**src/rtl/tx_serializer_if.sv**
```systemverilog
// Symbol handshake between the 8b/10b encoder (master) and tx_serializer (slave).
interface tx_serializer_if #(
    parameter int unsigned SIZE = 10
);
    logic [SIZE-1:0] SYMBOL_IN;
    logic            SYMBOL_VLD;
    logic            READY;

    modport master (output SYMBOL_IN, output SYMBOL_VLD, input READY);
    modport slave  (input SYMBOL_IN, input SYMBOL_VLD, output READY);
endinterface

```
**src/rtl/tx_serializer.sv**
```systemverilog
// Transmit-side symbol serializer: one-symbol hold buffer feeding a shift register,
// LSB first, with K28.5 fill or electrical idle on underrun.
module tx_serializer #(
    parameter int unsigned SIZE             = 10,
    parameter bit          FILL_ON_UNDERRUN = 1'b1
) (
    input  logic          TRANSCLK,
    input  logic          Reset,
    tx_serializer_if.slave sym_if,
    input  logic          TXIDLE_REQ,
    output logic          data,
    output logic          TXIDLE,
    output logic          SYMBOL_START,
    output logic          UNDERRUN
);
    localparam int unsigned      CNT_W    = (SIZE > 1) ? $clog2(SIZE) : 1;
    localparam logic [CNT_W-1:0] LAST_BIT = CNT_W'(SIZE - 1);
    localparam logic [SIZE-1:0]  K285_RDN = SIZE'(10'b0101111100);
    localparam logic [SIZE-1:0]  K285_RDP = SIZE'(10'b1010000011);

    typedef enum logic {
        ST_IDLE  = 1'b0,
        ST_SHIFT = 1'b1
    } state_t;

    state_t           state_q, state_d;
    logic [SIZE-1:0]  hold_q, hold_d;
    logic             hold_full_q, hold_full_d;
    logic [SIZE-1:0]  shift_q, shift_d;
    logic [CNT_W-1:0] bit_cnt_q, bit_cnt_d;
    logic             data_q, data_d;
    logic             txidle_q, txidle_d;
    logic             start_q, start_d;
    logic             underrun_q, underrun_d;
    logic             rd_q, rd_d;

    logic             ready;
    logic             xfer;
    logic             boundary;
    logic [CNT_W-1:0] bit_cnt_inc;
    logic [SIZE-1:0]  fill_sym;

    assign ready        = ~hold_full_q & ~TXIDLE_REQ;
    assign sym_if.READY = ready;
    assign xfer         = sym_if.SYMBOL_VLD & ready;
    assign boundary     = (state_q == ST_IDLE) | (bit_cnt_q == LAST_BIT);
    assign bit_cnt_inc  = bit_cnt_q + CNT_W'(1);
    assign fill_sym     = rd_q ? K285_RDP : K285_RDN;

    always_comb begin
        state_d     = state_q;
        hold_d      = hold_q;
        hold_full_d = hold_full_q;
        shift_d     = shift_q;
        bit_cnt_d   = bit_cnt_q;
        data_d      = data_q;
        txidle_d    = txidle_q;
        start_d     = 1'b0;
        underrun_d  = 1'b0;
        rd_d        = rd_q;

        // READY is low whenever the hold register is full, so a new transfer
        // and a boundary load of the hold register never collide.
        if (xfer) begin
            hold_d      = sym_if.SYMBOL_IN;
            hold_full_d = 1'b1;
        end

        if (boundary) begin
            if (hold_full_q) begin
                state_d     = ST_SHIFT;
                shift_d     = hold_q;
                hold_full_d = 1'b0;
                bit_cnt_d   = '0;
                data_d      = hold_q[0];
                txidle_d    = 1'b0;
                start_d     = 1'b1;
            end else if (TXIDLE_REQ) begin
                state_d  = ST_IDLE;
                txidle_d = 1'b1;
                data_d   = 1'b0;
            end else if (state_q == ST_SHIFT) begin
                underrun_d = 1'b1;
                if (FILL_ON_UNDERRUN) begin
                    shift_d   = fill_sym;
                    bit_cnt_d = '0;
                    data_d    = fill_sym[0];
                    rd_d      = ~rd_q;
                    start_d   = 1'b1;
                end else begin
                    state_d  = ST_IDLE;
                    txidle_d = 1'b1;
                    data_d   = 1'b0;
                end
            end
        end else begin
            bit_cnt_d = bit_cnt_inc;
            data_d    = shift_q[bit_cnt_inc];
        end
    end

    always_ff @(posedge TRANSCLK) begin
        if (!Reset) begin
            state_q     <= ST_IDLE;
            hold_q      <= '0;
            hold_full_q <= 1'b0;
            shift_q     <= '0;
            bit_cnt_q   <= '0;
            data_q      <= 1'b0;
            txidle_q    <= 1'b1;
            start_q     <= 1'b0;
            underrun_q  <= 1'b0;
            rd_q        <= 1'b0;
        end else begin
            state_q     <= state_d;
            hold_q      <= hold_d;
            hold_full_q <= hold_full_d;
            shift_q     <= shift_d;
            bit_cnt_q   <= bit_cnt_d;
            data_q      <= data_d;
            txidle_q    <= txidle_d;
            start_q     <= start_d;
            underrun_q  <= underrun_d;
            rd_q        <= rd_d;
        end
    end

    assign data         = data_q;
    assign TXIDLE       = txidle_q;
    assign SYMBOL_START = start_q;
    assign UNDERRUN     = underrun_q;
endmodule

```
**src/flat_wrapper.sv**
```systemverilog
// flat-port wrapper written by rule: the top's interface ports become plain ports
module tx_serializer_flat 
#(
    parameter int unsigned SIZE             = 10,
    parameter bit          FILL_ON_UNDERRUN = 1'b1
)
  (TRANSCLK, Reset, TXIDLE_REQ, data, TXIDLE, SYMBOL_START, UNDERRUN, sym_if_SYMBOL_IN, sym_if_SYMBOL_VLD, sym_if_READY);
  tx_serializer_if #(.SIZE(SIZE)) sym_if_i ();
  input  logic TRANSCLK;
  input  logic Reset;
  input  logic TXIDLE_REQ;
  output logic data;
  output logic TXIDLE;
  output logic SYMBOL_START;
  output logic UNDERRUN;
  input wire logic [$bits(sym_if_i.SYMBOL_IN)-1:0] sym_if_SYMBOL_IN;
  input wire logic [$bits(sym_if_i.SYMBOL_VLD)-1:0] sym_if_SYMBOL_VLD;
  output wire logic [$bits(sym_if_i.READY)-1:0] sym_if_READY;
  assign sym_if_i.SYMBOL_IN = sym_if_SYMBOL_IN;
  assign sym_if_i.SYMBOL_VLD = sym_if_SYMBOL_VLD;
  assign sym_if_READY = sym_if_i.READY;
  tx_serializer #(.SIZE(SIZE), .FILL_ON_UNDERRUN(FILL_ON_UNDERRUN)) u_core (.TRANSCLK(TRANSCLK), .Reset(Reset), .sym_if(sym_if_i), .TXIDLE_REQ(TXIDLE_REQ), .data(data), .TXIDLE(TXIDLE), .SYMBOL_START(SYMBOL_START), .UNDERRUN(UNDERRUN));
endmodule
```
**config.mk**
```make
export PLATFORM = sky130hd
export DESIGN_NAME = tx_serializer_flat
export DESIGN_NICKNAME = d
export VERILOG_FILES = /design/src/rtl/tx_serializer_if.sv /design/src/rtl/tx_serializer.sv /design/src/flat_wrapper.sv
export SDC_FILE = /design/constraint.sdc
export NUM_CORES = 1
export LEC_CHECK = 0
export ABC_AREA = 1
export CAP_MARGIN = 20
export CORE_MARGIN = 3
export CORE_UTILIZATION = 53
export CTS_CLUSTER_DIAMETER = 150
export DETAILED_ROUTE_END_ITERATION = 16
export PLACE_DENSITY_LB_ADDON = 0.3
export RECOVER_POWER = 25
export SYNTH_ARGS = -nofsm -noshare
export SYNTH_HDL_FRONTEND = slang
export SYNTH_SLANG_ARGS = --single-unit
```
**constraint.sdc**
```tcl
create_clock -name TRANSCLK -period 1.7 [get_ports TRANSCLK]
set_clock_uncertainty 0.15 [all_clocks]
set_input_delay 0.34 -clock TRANSCLK [delete_from_list [all_inputs] [get_ports TRANSCLK]]
set_output_delay 0.34 -clock TRANSCLK [all_outputs]
set_load 0.05 [all_outputs]
```
# After elaboration in Yosys (flattened, before gate mapping)
# Cells that the tools add are included.
[classes]
n_lt_le_gt_ge = 1
eq_ne = 5
n_bitwise = 9
add_sub_neg = 1
n_mux = 22
reduce_logical = 8
[ops]
columns = ["cell", "count"]
rows = [
  ["$mux W10", 4],
  ["$mux W4", 4],
  ["$mux W1", 13],
  ["$not A1 Y1", 6],
  ["$reduce_and A2 Y1", 3],
  ["$lt A4 B5 Y1 const B", 1],
  ["$add A4 B1 Y4 const B", 1],
  ["$bmux W1 S4", 1],
  ["$eq A4 B4 Y1 const B", 1],
  ["$ne A4 B2 Y1 const B", 1],
  ["$reduce_and A4 Y1", 1],
  ["$reduce_bool A2 Y1", 2],
  ["$ne A3 B1 Y1 const B", 1],
  ["$ne A3 B2 Y1 const B", 1],
  ["$reduce_and A3 Y1", 1],
  ["$reduce_or A3 Y1", 1],
  ["$and A1 B1 Y1", 2],
  ["$ne A2 B1 Y1 const B", 1],
  ["$or A1 B1 Y1", 1],
]
[word_totals]
reg_bits = 31
wordCells = 56
in_bits = 14
output_inout_bits = 5

# Longest topological paths before layout
[depth]
depth_word = 6
ltp_mapped = 10
ltp_nobuf = 10

# Worst setup path before layout
# OpenSTA, ideal clock, no wires.
[synth_timing]
kind = "reg-to-reg"
from = "register u_core.hold_full_q"
to = "register u_core.hold_q[0]"
slack_ps = 34
synth_period_minus_slack_ps = 1666
path_stages_with_launch = 6
arrival_time_ps = 1400
path_buffers = 1
setup_ps = 116
required_time_ps = 1434
path_cell_list = "dfxtp_1 nor2_2 nand2_1 clkbuf_1 o21ai_0 nor2_1"
[synth_between]
elab_chain_len = 3
[synth_lines]
columns = ["element", "line", "text"]
rows = [
  ["start: declaration", "tx_serializer.sv:28", "logic hold_full_q, hold_full_d;"],
  ["start signal: assignment", "tx_serializer.sv:117", "hold_full_q <= hold_full_d;"],
  ["$not A1 Y1 (no line)", "-", ""],
  ["$and A1 B1 Y1", "tx_serializer.sv:43", "assign ready = ~hold_full_q & ~TXIDLE_REQ;"],
  ["net sym_if_READY", "flat_wrapper.sv:18", "output wire logic [$bits(sym_if_i.READY)-1:0] sym_if_READY;"],
  ["$and A1 B1 Y1", "tx_serializer.sv:45", "assign xfer = sym_if.SYMBOL_VLD & ready;"],
  ["end signal: assignment", "tx_serializer.sv:116", "hold_q <= hold_d;"],
  ["end: declaration", "tx_serializer.sv:27", "logic [SIZE-1:0] hold_q, hold_d;"],
]
# The timed path passes the listed nets, and every way through them passes these cells.
# A chain may end at the register's enable or synchronous reset.

# Worst setup path in the final report
[layout_timing]
from = "register u_core.hold_full_q"
to = "output port sym_if_READY"
[layout_between]
elab_chain_len = 2
[layout_lines]
columns = ["element", "line"]
rows = [
  ["$not A1 Y1 (no line)", "-"],
  ["$and A1 B1 Y1", "tx_serializer.sv:43"],
  ["end: declaration", "flat_wrapper.sv:18"],
]
# No other way between the ends.

==> flow_metrics.py <==
metrics = {
    "status": {
        "status": "complete, no violations",
    },
    "finish": {
        "fin_nets": 230,
        "seq_area_um2": 621.8,
        "multi_input_area_um2": 644.4,
        "finish.utilization": 0.7385,
        "syn_to_final_growth_pct": 25.77,
        "antenna_cells": 0,
        "fin_area_um2": 1728,
        "nFillCells": 185,
        "drive_above_1_share": 0.1907,
    },
    "worst_setup_path": {
        "crit_cells": 3,
        "crit_family": "flip-flops",
        "cp_slowest_cell": "dfxtp_1",
        "reg2reg_depth": 8,
        "rrSetupSlack_ns": 0.13,
        "cpPeakStageDelay_ns": 0.35,
        "crit_type": "flip-flop to output pin",
        "critPathMaxFanout": 3,
        "critPathLaunchType": "flip-flop",
        "worst-path-buf-inv": 2,
        "required_ns": 1.21,
        "end_kind": "output pin",
        "crit_chain": "nor2_1, buf_4, buf_12",
        "r2r-end": "u_core.shift_q[0]",
        "reg2reg_from": "u_core.bit_cnt_q[1]",
        "arrival_ns": 1.15,
    },
    "synthesis": {
        "syn_area_um2": 1374,
        "avgSynthCellArea_um2": 7.507,
        "synth_seq_area_share": 0.4517,
        "syn-num-nets": 199,
        "synth.distinct_cells": 22,
        "yosys_warnings": 0,
        "ys_ff_latch": 31,
        "synthCells": 183,
    },
    "timing": {
        "worst_slack_ns": 0.05592,
        "maxSlewHeadroom": 0.5456,
        "finalCritPeriodShare": 0.9671,
        "tightest_slew_ns": 0.6809,
        "hold_viol": 0,
        "min_period_ns": 1.644,
        "max_freq_mhz": 608.2,
        "finalSetupViolations": 0,
        "rsz0062_at_grt": "false",
        "drv_slew": 0,
        "fin_tns_setup_ns": 0,
    },
    "placed_design": {
        "gp_routability_congestion": 0.7935,
        "dp_hpwl_um": 2290,
        "place_ws_ns": -0.1832,
        "portBuffers": 18,
        "placed_cell_area_um2": 1703,
    },
    "clock_network": {
        "htreeDepth": 2,
        "clockBufferDepth": 2,
        "root_buffer": "clkbuf_4",
        "clkTransAtPathRegs_ns": 0.09,
        "cts_tree": "built",
        "cts.sink_count": 31,
        "numCtsBuffers": 5,
        "insertion_delay_ns": 0.33,
    },
    "detailed_routing": {
        "drt_iter0_drc": 48,
        "wirelength_um": 3023,
        "wl_per_cell_um": 12.44,
        "drc": 0,
        "via_count": 1296,
        "drt_pass1_iterations": 4,
        "ant_nets": 0,
        "vias_per_cell": 5.333,
    },
    "global_routing": {
        "grt_usage": 0.2111,
        "grt_pass1_wl_um": 5161,
        "grt_pass1_vias": 1225,
        "overflow": 0,
        "antenna_found_initial": 0,
        "grt_max_degree": 17,
    },
    "min_path": {
        "hp-start": "u_core.hold_q[8]",
        "hp-class": "flip-flop to flip-flop",
        "holdPathStages": 2,
        "hold-path-endpoint": "u_core.shift_q[8]",
    },
    "floorplanning": {
        "rows": 17,
        "ios": 19,
        "start_util": 0.5872,
        "core-area_um2": 2340,
        "dieArea_um2": 3239,
        "die_h_um": 56.91,
        "die_w_um": 56.91,
    },
    "power": {
        "p_leak_nw": 0.7301,
        "power_w": 0.001512,
        "ir_worst_vdd_uv": 935.2,
        "powerDensity_nw_per_um2": 875.0,
    },
    "job": {
        "maxCapViolCount": 0,
    },
}
cells in the mapped netlist (all sizes together):
cell type  number  area, um2
nand3          11      55.05
o311ai          1      8.760
buf             2      16.26
ha              2      25.02
clkbuf          4      15.01
nor2           31      121.4
nor3            1      5.000
a221oi          8      120.1
nand4           1      6.260
clkinv          1      3.750
dfxtp          31      620.6
o21ai          15      75.07
o21bai          1      7.510
nand2          40      152.6
inv            24      90.08
a21oi           9      45.04
a31oi           1      6.260
layer usage:
metal	wire, um	track usage	vias up	part of all wire
met4	78	0.1126	0	0.026
met2	1494	0.3589	33	0.49
met5	0	0	-	0
met3	162	0.09425	8	0.054
met1	1288	0.2158	597	0.43
li1	-	-	658	-
worst max-delay path by stage:
stage	from	to	slack (ns)
3_3_place_gp	TXIDLE_REQ	u_core.rd_q	-0.09
4_1_cts	u_core.bit_cnt_q[1]	u_core.shift_q[0]	0.01
6_report	u_core.hold_full_q	sym_if_READY	0.06
2_1_floorplan	u_core.hold_full_q	u_core.hold_q[0]	0.03
5_1_grt	u_core.bit_cnt_q[1]	u_core.shift_q[0]	0.002
3_5_place_dp	TXIDLE_REQ	u_core.rd_q	-0.18
per-stage QoR:
stage	cells	hold WS, ns
floorplan	183	0.2805
global placement	234	0.2968
detailed placement	234	0.3019
CTS	243	0.3153
global route	243	0.3463
finish	243	0.3155
worst min-delay path, cell delays in order (launching register included):
cell	delay, ns
dfxtp_1	0.32
nand2_1	0.06
a21oi_1	0.05
repair_timing:
action,CTS,global route
resized for setup,2,7
setup buffers,1,0
hold buffers,0,0
pin swaps,1,1
endpoints found under the setup margin,1,16
power breakdown:
group          leakage [nW]  switching [W]  total (W)  internal [W]
registers             0.254      0.0000232   0.000801      0.000778
logic                 0.446       0.000176   0.000311      0.000135
clock network        0.0293       0.000239   0.000400      0.000161
cell type report:
class | count | share of cell area
Multi-Input combinational cell | 121 | 0.3729
Sequential cell | 31 | 0.3599
Timing Repair Buffer | 30 | 0.1636
Inverter | 25 | 0.05431
Clock buffer | 7 | 0.02607
Tap cell | 28 | 0.02028
Clock inverter | 1 | 0.002896
logic make-up (layout without fill, tap and decap cells):
family,Yosys count,after routing,share of synthesized area
buffers and inverters,31,63,0.09106
DFF,31,31,0.4517
AOI/OAI and AO/OA,35,35,0.1913
adders and majority gates,2,2,0.01821
and+or+nand+nor,84,84,0.2477
state kept, by name, summed over array words and instances, names as in the netlist:
signal / flops
u_core.hold_q: 10
u_core.shift_q: 10
u_core.bit_cnt_q: 4
u_core.SYMBOL_START: 1
u_core.TXIDLE: 1
u_core.UNDERRUN: 1
u_core.data: 1
u_core.hold_full_q: 1
u_core.rd_q: 1
u_core.state_q: 1
cell usage in the layout, fill, tap and decap left out, drive strengths merged:
master,netlist,layout
a21oi,9,9
clkbuf,4,10
a221oi,8,8
o311ai,1,1
dfxtp,31,31
clkdlybuf4s50,0,12
inv,24,24
nand4,1,1
clkinv,1,2
ha,2,2
nor3,1,1
nand2,40,40
buf,2,13
dlygate4sd2,0,1
nor2,31,31
o21ai,15,15
nand3,11,11
o21bai,1,1
dlymetal6s2s,0,1
a31oi,1,1
Note: power is estimated with default switching activity, not from simulation.
